### src/rtl/multipli_shift_add_if.sv
// Operand/result bundle for the Booth shift-add multiplier.
// The master drives a request; the slave returns the signed product and its valid flag.
interface multipli_shift_add_if #(parameter int size = 8);
  logic                START;
  logic [size-1:0]     A;
  logic [size-1:0]     B;
  logic [2*size-1:0]   S;
  logic                END_MULT;

  modport master (output START, A, B, input  S, END_MULT);
  modport slave  (input  START, A, B, output S, END_MULT);
endinterface

### src/rtl/multipli_shift_add.sv
// Radix-2 Booth signed multiplier, one add/shift iteration per clock.
// IDLE loads operands, OP iterates size times, DONE holds the product until START drops.
module multipli_shift_add #(
  parameter int size = 8
) (
  input  logic                 CLOCK,
  input  logic                 RESET,
  multipli_shift_add_if.slave  bus
);
  localparam int CW = $clog2(size + 1);

  typedef enum logic [1:0] {IDLE, OP, DONE} state_t;

  state_t                r_state;
  logic signed [size:0]  r_acc;
  logic [size-1:0]       r_m;
  logic [size-1:0]       r_q;
  logic                  r_qm1;
  logic [CW-1:0]         r_cnt;
  logic [2*size-1:0]     r_s;
  logic                  r_end;

  logic signed [size:0]  w_m_ext;
  logic signed [size:0]  w_sum;

  // One extra accumulator bit keeps Acc-M exact when M is the most negative value.
  assign w_m_ext = {r_m[size-1], r_m};

  always_comb begin
    w_sum = r_acc;
    case ({r_q[0], r_qm1})
      2'b01:   w_sum = r_acc + w_m_ext;
      2'b10:   w_sum = r_acc - w_m_ext;
      default: w_sum = r_acc;
    endcase
  end

  always_ff @(posedge CLOCK) begin
    if (RESET) begin
      r_state <= IDLE;
      r_acc   <= '0;
      r_m     <= '0;
      r_q     <= '0;
      r_qm1   <= 1'b0;
      r_cnt   <= '0;
      r_s     <= '0;
      r_end   <= 1'b0;
    end else begin
      case (r_state)
        IDLE: begin
          r_end <= 1'b0;
          if (bus.START) begin
            r_m     <= bus.A;
            r_q     <= bus.B;
            r_acc   <= '0;
            r_qm1   <= 1'b0;
            r_cnt   <= CW'(size);
            r_state <= OP;
          end
        end
        OP: begin
          if (r_cnt == '0) begin
            r_s     <= {r_acc[size-1:0], r_q};
            r_end   <= 1'b1;
            r_state <= DONE;
          end else begin
            // Arithmetic shift of {Acc,Q,q_m1}: old Q[0] becomes q_m1.
            {r_acc, r_q, r_qm1} <= {w_sum[size], w_sum, r_q};
            r_cnt               <= r_cnt - 1'b1;
          end
        end
        DONE: begin
          if (!bus.START) begin
            r_end   <= 1'b0;
            r_state <= IDLE;
          end
        end
        default: r_state <= IDLE;
      endcase
    end
  end

  assign bus.S        = r_s;
  assign bus.END_MULT = r_end;
endmodule

### src/flat_wrapper.sv
// flat-port wrapper written by rule: the top's interface ports become plain ports
module multipli_shift_add_flat 
#(
  parameter int size = 8
)
  (CLOCK, RESET, bus_START, bus_A, bus_B, bus_S, bus_END_MULT);
  multipli_shift_add_if #(.size(size)) bus_i ();
  input  logic CLOCK;
  input  logic RESET;
  input wire logic [$bits(bus_i.START)-1:0] bus_START;
  input wire logic [$bits(bus_i.A)-1:0] bus_A;
  input wire logic [$bits(bus_i.B)-1:0] bus_B;
  output wire logic [$bits(bus_i.S)-1:0] bus_S;
  output wire logic [$bits(bus_i.END_MULT)-1:0] bus_END_MULT;
  assign bus_i.START = bus_START;
  assign bus_i.A = bus_A;
  assign bus_i.B = bus_B;
  assign bus_S = bus_i.S;
  assign bus_END_MULT = bus_i.END_MULT;
  multipli_shift_add #(.size(size)) u_core (.CLOCK(CLOCK), .RESET(RESET), .bus(bus_i));
endmodule
### config.mk
export PLATFORM = sky130hd
export DESIGN_NAME = multipli_shift_add_flat
export DESIGN_NICKNAME = d
export VERILOG_FILES = /design/src/rtl/multipli_shift_add_if.sv /design/src/rtl/multipli_shift_add.sv /design/src/flat_wrapper.sv
export SDC_FILE = /design/constraint.sdc
export NUM_CORES = 1
export LEC_CHECK = 0
export ABC_AREA = 1
export BUFFER_PORTS_ARGS = -buffer_cell sky130_fd_sc_hd__clkbuf_2
export CORE_MARGIN = 2
export CORE_UTILIZATION = 51
export DETAILED_ROUTE_END_ITERATION = 8
export PLACE_DENSITY_LB_ADDON = 0.2
export SLEW_MARGIN = 20
export SYNTH_ARGS = -nofsm -noshare
export SYNTH_HDL_FRONTEND = slang
export SYNTH_SLANG_ARGS = --single-unit
### constraint.sdc
create_clock -name CLOCK -period 2.25 [get_ports CLOCK]
set_clock_uncertainty 0.2 [all_clocks]
set_input_delay 0.1125 -clock CLOCK [delete_from_list [all_inputs] [get_ports CLOCK]]
set_output_delay 0.1125 -clock CLOCK [all_outputs]
set_load 0.05 [all_outputs]
Word-level counts from Yosys, hierarchy flattened
Cells that the tools add are included.
{"block": "classes", "n_addsub": 3, "n_bitwise": 0, "multipliers": 0, "n_eq_ne": 8, "order_cmp": 0, "n_div": 0, "mux": 20, "shifts": 0, "n_reduce_logical": 9}
{"cell": "one-hot mux 9 bit (2 select lines)", "n": 2}
{"cell": "two-way mux 9 bit", "n": 2}
{"cell": "two-way mux 8 bit", "n": 2}
{"cell": "one-hot mux 8 bit (2 select lines)", "n": 1}
{"cell": "adder 9 x 8 -> 9 bit", "n": 1}
{"cell": "AND reduction 3 bit", "n": 3}
{"cell": "subtractor 9 x 8 -> 9 bit", "n": 1}
{"cell": "two-way mux 4 bit", "n": 2}
{"cell": "one-hot mux 4 bit (2 select lines)", "n": 1}
{"cell": "two-way mux 2 bit", "n": 3}
{"cell": "!= test 2 bit (second input constant)", "n": 3}
{"cell": "one-hot mux 2 bit (3 select lines)", "n": 1}
{"cell": "equality test 2 x 1 -> 1 bit (second input constant)", "n": 2}
{"cell": "equality test 2 bit (second input constant)", "n": 2}
{"cell": "logical NOT 4 bit", "n": 1}
{"cell": "two-way mux 1 bit", "n": 4}
{"cell": "AND reduction 2 bit", "n": 2}
{"cell": "subtractor 4 x 1 -> 4 bit (second input constant)", "n": 1}
{"cell": "one-hot mux 1 bit (3 select lines)", "n": 1}
{"cell": "nonzero test 3 bit", "n": 1}
{"cell": "logical NOT 2 bit", "n": 1}
{"cell": "!= test 2 x 1 -> 1 bit (second input constant)", "n": 1}
{"cell": "one-hot mux 1 bit (2 select lines)", "n": 1}
{"cell": "nonzero test 2 bit", "n": 1}
{"block": "word_totals", "register_bits": 49, "out_inout_bits": 17, "input_bits": 19, "n_memories": 0, "ramBits": 0, "elab_cells": 48, "romBits": 0, "latch_bits": 0}

Longest topological paths before layout
Gate-level depths: netlist of run 1.
{"block": "logic_depth", "depth_word": 4, "depth_mapped": 17, "mapped_depth_nobuf": 17}

Worst setup path after synthesis of run 1
OpenSTA, ideal clock, no wires.
{"block": "synth_timing", "path_kind": "reg2reg", "startpoint": "register u_core.r_m[0]", "endpoint": "register u_core.r_acc[6]", "arrival_time_ns": 2.029, "t_required_ns": 1.918, "n_path_buf": 0, "setup_time_ns": 0.132, "path_slack_ns": -0.111, "synth_period_minus_slack_ns": 2.361, "stages_incl_launch_ff": 17, "cell_sequence": "dfxtp_1 -> inv_1 -> ha_1 -> inv_1 -> nor2_1 -> inv_1 -> o21ai_0 -> xnor2_1 -> inv_1 -> ha_1 -> a21o_1 -> a21oi_1 -> nand2_1 -> nand2_1 -> nand3_1 -> nand2_1 -> a21oi_1"}
{"block": "synth_via", "elab_chain_cells": 4, "elab_cells_between_ends": 5, "classes_between": "2 x add/sub; 3 x mux"}
{"item": "start: declaration", "line": "multipli_shift_add.sv:16", "rtl": "logic [size-1:0] r_m;"}
{"item": "start signal: assignment", "line": "multipli_shift_add.sv:53", "rtl": "r_m <= bus.A;"}
{"item": "subtractor 9 x 8 -> 9 bit / adder 9 x 8 -> 9 bit (equally long branches)", "line": "multipli_shift_add.sv:33, multipli_shift_add.sv:32"}
{"item": "one-hot mux 9 bit (2 select lines) (*)", "line": "multipli_shift_add.sv:31", "rtl": "case ({r_q[0], r_qm1})"}
{"item": "two-way mux 9 bit (*)", "line": "multipli_shift_add.sv:62", "rtl": "if (r_cnt == '0) begin"}
{"item": "one-hot mux 9 bit (2 select lines) (*)", "line": "multipli_shift_add.sv:49", "rtl": "case (r_state)"}
{"item": "end signal: assignment", "line": "multipli_shift_add.sv:68", "rtl": "{r_acc, r_q, r_qm1} <= {w_sum[size], w_sum, r_q};"}
{"item": "end: declaration", "line": "multipli_shift_add.sv:15", "rtl": "logic signed [size:0] r_acc;"}
Mark *: on every way between the ends. The rest lies on a longest branch, timed or not. The select of a mux whose other input is x is not followed.
A chain may end at the register's enable or synchronous reset.

Worst setup path in the final report of run 1
{"block": "layout_timing", "startpoint": "register u_core.r_m[0]", "endpoint": "register u_core.r_acc[7]"}
Same word-level chain as after synthesis.

==> results of run 1 <==
[flip-flops by register name, indices dropped and copies added, names as in the netlist]
signal / count
u_core.bus.S: 16
u_core.r_state: 2
u_core.bus.END_MULT: 1
u_core.r_m: 8
u_core.r_acc: 8
u_core.r_qm1: 1
u_core.r_cnt: 4
u_core.r_q: 8
[cells by family after synthesis]
| logic type | Yosys count |
|---|---|
| AOI/OAI and AO/OA | 77 |
| xor gates and xnor gates | 8 |
| adders and majority gates | 13 |
| buffers and inverters | 57 |
| DFF | 48 |
| and+or+nand+nor | 131 |
[power by group through the flow]
stage,Combinational (W),Sequential (W),Clock [W]
6_report,0.00128,0.00100,0.000654
2_1_floorplan,0.000694,0.00111,0
4_1_cts,0.00115,0.000997,0.000665
5_1_grt,0.00140,0.00102,0.000700
3_5_place_dp,0.00102,0.00101,0
3_3_place_gp,0.00101,0.00101,0
[worst min-delay path: stages]
cell and delay, ps:
clkbuf_2 80, nand2_1 40, o221ai_1 60, nor2_1 60, a211oi_2 130
[final cells by class]
| class | count | area (µm²) | share of cell area (%) |
|---|---|---|---|
| Multi-Input combinational cell | 229 | 1560 | 45.1 |
| Sequential cell | 48 | 971 | 28.0 |
| Clock buffer | 6 | 82.6 | 2.38 |
| Clock inverter | 2 | 38.8 | 1.12 |
| Timing Repair Buffer | 78 | 542 | 15.6 |
| Inverter | 44 | 184 | 5.31 |
| Tap cell | 67 | 83.8 | 2.42 |
[metal layers]
metal | vias to the layer above | global-route usage [%]
met5 | - | 0
met4 | 0 | 6.04
met3 | 8 | 4.28
met2 | 30 | 39.7
met1 | 1058 | 26.2
li1 | 1261 | -
[timing repair]
action,in CTS,in global routing
setup endpoints to repair,7,6
setup buffers,4,4
pin swaps,17,20
gates resized for setup,24,28
hold buffers,16,0
hold endpoints to repair,17,0
[worst min path at each step]
stage	startpoint	to	depth (start not counted)
finish	bus_B[7]	u_core.r_q[7]	5
global route	bus_B[7]	u_core.r_q[7]	5
CTS	bus_B[7]	u_core.r_q[7]	5
detailed placement	bus_A[2]	u_core.r_m[2]	3
global placement	bus_A[3]	u_core.r_m[3]	3
floorplan	bus_A[2]	u_core.r_m[2]	2
[synth_stat cells (2+ instances only)]
cell type	number
a211oi_1	23
a211oi_2	11
a21oi_1	26
buf_2	3
buf_6	4
clkbuf_1	4
dfxtp_1	48
ha_1	12
inv_1	41
inv_2	2
nand2_1	56
nand2_4	3
nand3_1	16
nor2_1	45
nor2_4	3
nor3_1	3
o21ai_0	6
o22ai_1	3
xnor2_1	2
xor2_1	6
[stage by stage]
step / total power (W) / hold slack (ps)
after global routing: 0.00312 / 76.0
final: 0.00294 / 29.7
after floorplan: 0.00180 / 56.3
after detailed placement: 0.00204 / 151
after CTS: 0.00281 / 23.7
after global placement: 0.00201 / 145
==> impl_metrics.env, run 1 <==
export IMPL_rows=25
export IMPL_rsz0062_at_grt="yes"
export IMPL_place_ws_ps=-269
export IMPL_ant_nets=0
export IMPL_final_cell_area_mm2=0.00347
export IMPL_instances_no_fill=474
export IMPL_syn_num_nets=366
export IMPL_hold_viol_final=0
export IMPL_drive_gt1_share_pct=31.7
export IMPL_cpMaxStageDelayCell="dfxtp_4"
export IMPL_area_delta_synth_final_pct=34.0
export IMPL_netlist_area_leader_share_pct=37.2
export IMPL_placed_cell_area_mm2=0.00291
export IMPL_slew_headroom_pct=64.5
export IMPL_grt_antenna_before_repair=0
export IMPL_post_place_cells=442
export IMPL_final_period_utilization_pct=104
export IMPL_rr_startpoint="u_core.r_m[0]"
export IMPL_cts_num_sinks=48
export IMPL_grt_max_degree=29
export IMPL_ys_async_sr_fraction_pct=0
export IMPL_fmax_mhz=426
export IMPL_drt_iter0_drc=107
export IMPL_cp_cell_sequence="inv_4, ha_4, inv_4, nor2_4, buf_6, nand3_2, nand2_1, xor2_1, inv_1, ha_4, inv_4, nor3_4, nand2_1, nand3_1, nand3_1, nand3_1, a21oi_1"
export IMPL_numCtsBuffers=5
export IMPL_fin_nets=438
export IMPL_violations="setup timing"
export IMPL_p_leak_nw=1.46
export IMPL_ir_drop_v=0.000493
export IMPL_top_layer="met4"
export IMPL_die_area_mm2=0.00566
export IMPL_cp_start_kind="flip-flop"
export IMPL_avgSynthCellArea_um2=7.74
export IMPL_vias=2357
export IMPL_most_common_layout_cells="52 x nand2_1, 44 x nor2_1, 44 x dfxtp_1"
export IMPL_tns_ps=-350
export IMPL_cp_data_arrival_time_ps=2310
export IMPL_timing_rr_end="u_core.r_acc[7]"
export IMPL_overflow=0
export IMPL_cts_tree="yes"
export IMPL_maxCapViolCount=0
export IMPL_coreArea_mm2=0.00482
export IMPL_routedWlPerCell_um=12.3
export IMPL_final_setup_worst_slack_ps=-97.1
export IMPL_wl_met2_um=2870
export IMPL_p_comb_share_pct=43.5
export IMPL_worst_slew_pin_slew_ps=532
export IMPL_setup_violations=5
export IMPL_rrSetupSlack_ps=-100
export IMPL_path_max_fanout=4
export IMPL_clk_latency_ps=300
export IMPL_synthMuxAreaShare_pct=0
export IMPL_grt_pass1_vias=2201
export IMPL_synthAdderAreaFrac_pct=6.58
export IMPL_synth_edf_count=0
export IMPL_critical_path_startpoint="u_core.r_m[0]"
export IMPL_yosys_top_cells_area="dfxtp_1 37%, nand2_1 8.1%, a211oi_1 6.7%"
export IMPL_drt_pre_antenna_iters=4
export IMPL_synth_area_mm2=0.00259
export IMPL_reg2reg_depth=17
export IMPL_wl_um=5850
export IMPL_yosysWarnings=0
export IMPL_cp_depth=17
export IMPL_power_frac_clock_pct=22.3
export IMPL_status="finished with violations"
export IMPL_avgViaCountPerCell=4.97
export IMPL_p_int_w=0.00184
export IMPL_globalplace_congestion=0.856
export IMPL_clockBufferDepth=2
export IMPL_dr_wl_met3_um=151
export IMPL_cp_top_family="simple AND/OR/NAND/NOR gates"
export IMPL_synthCells=334
export IMPL_dp_hpwl_um=3920
export IMPL_clk_pin_slew_worst_paths_ps=90
export IMPL_yosys_area_share_simple_pct=22.2
export IMPL_p_per_area_mw_per_mm2=847
export IMPL_die_width_um=75.2
export IMPL_ys_flop_type="dfxtp_1"
export IMPL_start_util_pct=53.7
export IMPL_fill_cells=409
export IMPL_yosys_area_top_type="dfxtp_1"
export IMPL_p_sw_w=0.00110
export IMPL_pwr_share_seq_pct=34.2
export IMPL_maxSlewViolCount=0
export IMPL_path_buf_inv=5
export IMPL_port_buffers=35
export IMPL_crit_path_max_incr_delay_ps=380
export IMPL_met1Wirelength_um=2760
export IMPL_drc_errors=0
export IMPL_final_common_cell="nand2_1"
export IMPL_utilization_pct=71.9
export IMPL_crit_path_end="u_core.r_acc[7]"
export IMPL_htreeDepth=2
export IMPL_yosysUniqueCellTypes=37
export IMPL_endpoint_kind="flip-flop"
export IMPL_die_h_um=75.2
export IMPL_grt_pass1_wl_um=9540
export IMPL_n_antenna_cell=0
export IMPL_root_buffer="clkbuf_8"
export IMPL_required_ps=2220
export IMPL_synth_xor_area_share_pct=2.71
export IMPL_synth_compound_area_share_pct=21.2
export IMPL_ys_seq_area_share_pct=37.2
export IMPL_min_period_ps=2350
export IMPL_boundaryPins=36
export IMPL_switching_share_pct=37.5
export IMPL_synth_top_family_by_area="simple AND/OR/NAND/NOR gates"
export IMPL_ys_seq_elements=48
export IMPL_grtUsageTotal_pct=21.9
export IMPL_critical_path_class="flip-flop to flip-flop"
export IMPL_hp_class="primary input to flip-flop"
Power figures use the tool's default switching activity.
==> run 2, diff against run 1 <==
--- a/config.mk
+++ b/config.mk
@@ -11,6 +11,7 @@
 export CORE_UTILIZATION = 51
 export DETAILED_ROUTE_END_ITERATION = 8
 export PLACE_DENSITY_LB_ADDON = 0.2
+export RECOVER_POWER = 25
 export SLEW_MARGIN = 20
 export SYNTH_ARGS = -nofsm -noshare
 export SYNTH_HDL_FRONTEND = slang
==> impl_metrics.env, run 2 (synthesis results as in run 1) <==
export IMPL_clockBufferDepth=2
export IMPL_cp_data_arrival_time_ps=2310
export IMPL_timing_rr_end="u_core.r_acc[7]"
export IMPL_rr_startpoint="u_core.r_m[0]"
export IMPL_n_antenna_cell=0
export IMPL_cp_start_kind="flip-flop"
export IMPL_clk_pin_slew_worst_paths_ps=90
export IMPL_fin_total_pwr_w=0.00293
export IMPL_violations="setup timing"
export IMPL_fin_nets=438
export IMPL_p_per_area_mw_per_mm2=849
export IMPL_endpoint_kind="flip-flop"
export IMPL_vias=2342
export IMPL_instances_no_fill=474
export IMPL_path_max_fanout=4
export IMPL_place_ws_ps=-269
export IMPL_clk_latency_ps=300
export IMPL_p_leak_nw=1.41
export IMPL_cts_tree="yes"
export IMPL_drt_pre_antenna_iters=4
export IMPL_grtUsageTotal_pct=21.9
export IMPL_numCtsBuffers=5
export IMPL_hp_start="bus_B[7]"
export IMPL_post_place_cells=442
export IMPL_grt_max_degree=29
export IMPL_avgViaCountPerCell=4.94
export IMPL_wl_um=5880
export IMPL_setup_violations=5
export IMPL_overflow=0
export IMPL_final_setup_worst_slack_ps=-97.3
export IMPL_grt_antenna_before_repair=0
export IMPL_die_width_um=75.2
export IMPL_status="finished with violations"
export IMPL_hold_ws_ps=32.3
export IMPL_required_ps=2210
export IMPL_final_cell_area_mm2=0.00345
export IMPL_coreArea_mm2=0.00482
export IMPL_start_util_pct=53.7
export IMPL_boundaryPins=36
export IMPL_ir_drop_v=0.000493
export IMPL_die_h_um=75.2
export IMPL_holdPathStages=5
export IMPL_drt_iter0_drc=104
export IMPL_globalplace_congestion=0.856
export IMPL_htreeDepth=2
export IMPL_area_delta_synth_final_pct=33.3
export IMPL_min_period_ps=2350
export IMPL_drive_gt1_share_pct=28.3
export IMPL_root_buffer="clkbuf_8"
export IMPL_cts_num_sinks=48
export IMPL_fmax_mhz=426
export IMPL_fill_cells=414
export IMPL_final_common_cell="nand2_1"
export IMPL_maxCapViolCount=0
export IMPL_slew_headroom_pct=59.3
export IMPL_reg2reg_depth=17
export IMPL_drc_errors=0
export IMPL_dp_hpwl_um=3920
export IMPL_rrSetupSlack_ps=-100
export IMPL_most_common_layout_cells="52 x nand2_1, 44 x nor2_1, 44 x dfxtp_1"
export IMPL_hp_class="primary input to flip-flop"
export IMPL_ant_nets=0
export IMPL_hold_viol_final=0
export IMPL_routedWlPerCell_um=12.4
export IMPL_rsz0062_at_grt="yes"
export IMPL_port_buffers=35
export IMPL_maxSlewViolCount=0
export IMPL_die_area_mm2=0.00566
export IMPL_grt_pass1_vias=2201
export IMPL_largest_reg_flops=16
export IMPL_critical_path_class="flip-flop to flip-flop"
export IMPL_rows=25
export IMPL_grt_pass1_wl_um=9540
export IMPL_final_period_utilization_pct=104
export IMPL_placed_cell_area_mm2=0.00291
export IMPL_worst_slew_pin_slew_ps=613
export IMPL_min_to="u_core.r_q[7]"
[run 2: cell counts in the layout (fill, tap and decap cells not counted)]
Identical to the previous run, type by type.
[run 2: cell type report]
cell class              count  area, µm²  share of cell area (%)
well taps                  67       83.8                    2.43
flip-flops and latches     48        971                    28.2
inverters                  44        184                    5.33
repair buffers             78        524                    15.2
multi-input cells         229       1560                    45.4
clock inverters             2       38.8                    1.12
clock buffers               6       82.6                    2.39
[run 2: timing repair]
| action | CTS | global route |
|---|---|---|
| endpoints found under the setup margin | 7 | 6 |
| setup buffers | 4 | 4 |
| cloned | 0 | 0 |
| hold buffers | 16 | 0 |
| pin swaps | 17 | 20 |
| endpoints found under the hold margin | 17 | 0 |
| gates resized for setup | 24 | 28 |
[run 2: how the worst max path moves through the flow]
stage,start,end,depth (start not counted)
final,u_core.r_m[0],u_core.r_acc[7],17
after detailed placement,u_core.r_m[0],u_core.r_acc[7],13
after global routing,u_core.r_qm1,u_core.r_acc[7],15
after global placement,u_core.r_m[0],u_core.r_acc[7],13
after CTS,u_core.r_m[1],u_core.r_acc[7],16
after floorplan,u_core.r_m[0],u_core.r_acc[7],13
[run 2: metrics by stage]
| stage | utilization, % | setup TNS, ps |
|---|---|---|
| global route | 71.6 | -989 |
| finish | 71.6 | -346 |
| global placement | 60.4 | -637 |
| floorplan | - | 0 |
| CTS | 68.9 | -323 |
| detailed placement | 60.4 | -985 |
[run 2: per-layer routing]
layer | GRT usage, % | part of all wire (%) | up-vias
li1 | - | - | 1256
met4 | 6.04 | 0.61 | 0
met2 | 39.7 | 49 | 38
met5 | 0 | 0 | -
met1 | 26.2 | 47 | 1044
met3 | 4.28 | 3.6 | 4
[run 2: where the power goes]
| part | internal [W] | switching (W) |
|---|---|---|
| combinational | 0.000524 | 0.000747 |
| sequential | 0.000942 | 0.0000622 |
| clock | 0.000363 | 0.000287 |
| total | 0.00183 | 0.00110 |
[run 2: critical path, stage by stage (launching register included)]
cell and delay, ps:
dfxtp_4 380, inv_4 70, ha_4 130, inv_4 30, nor2_4 90, buf_6 110, nand3_2 40, nand2_1 70
xor2_1 140, inv_1 90, ha_4 300, inv_4 40, nor3_4 180, nand2_1 60, nand3_1 70, nand3_1 70
nand3_1 70, a21oi_1 60
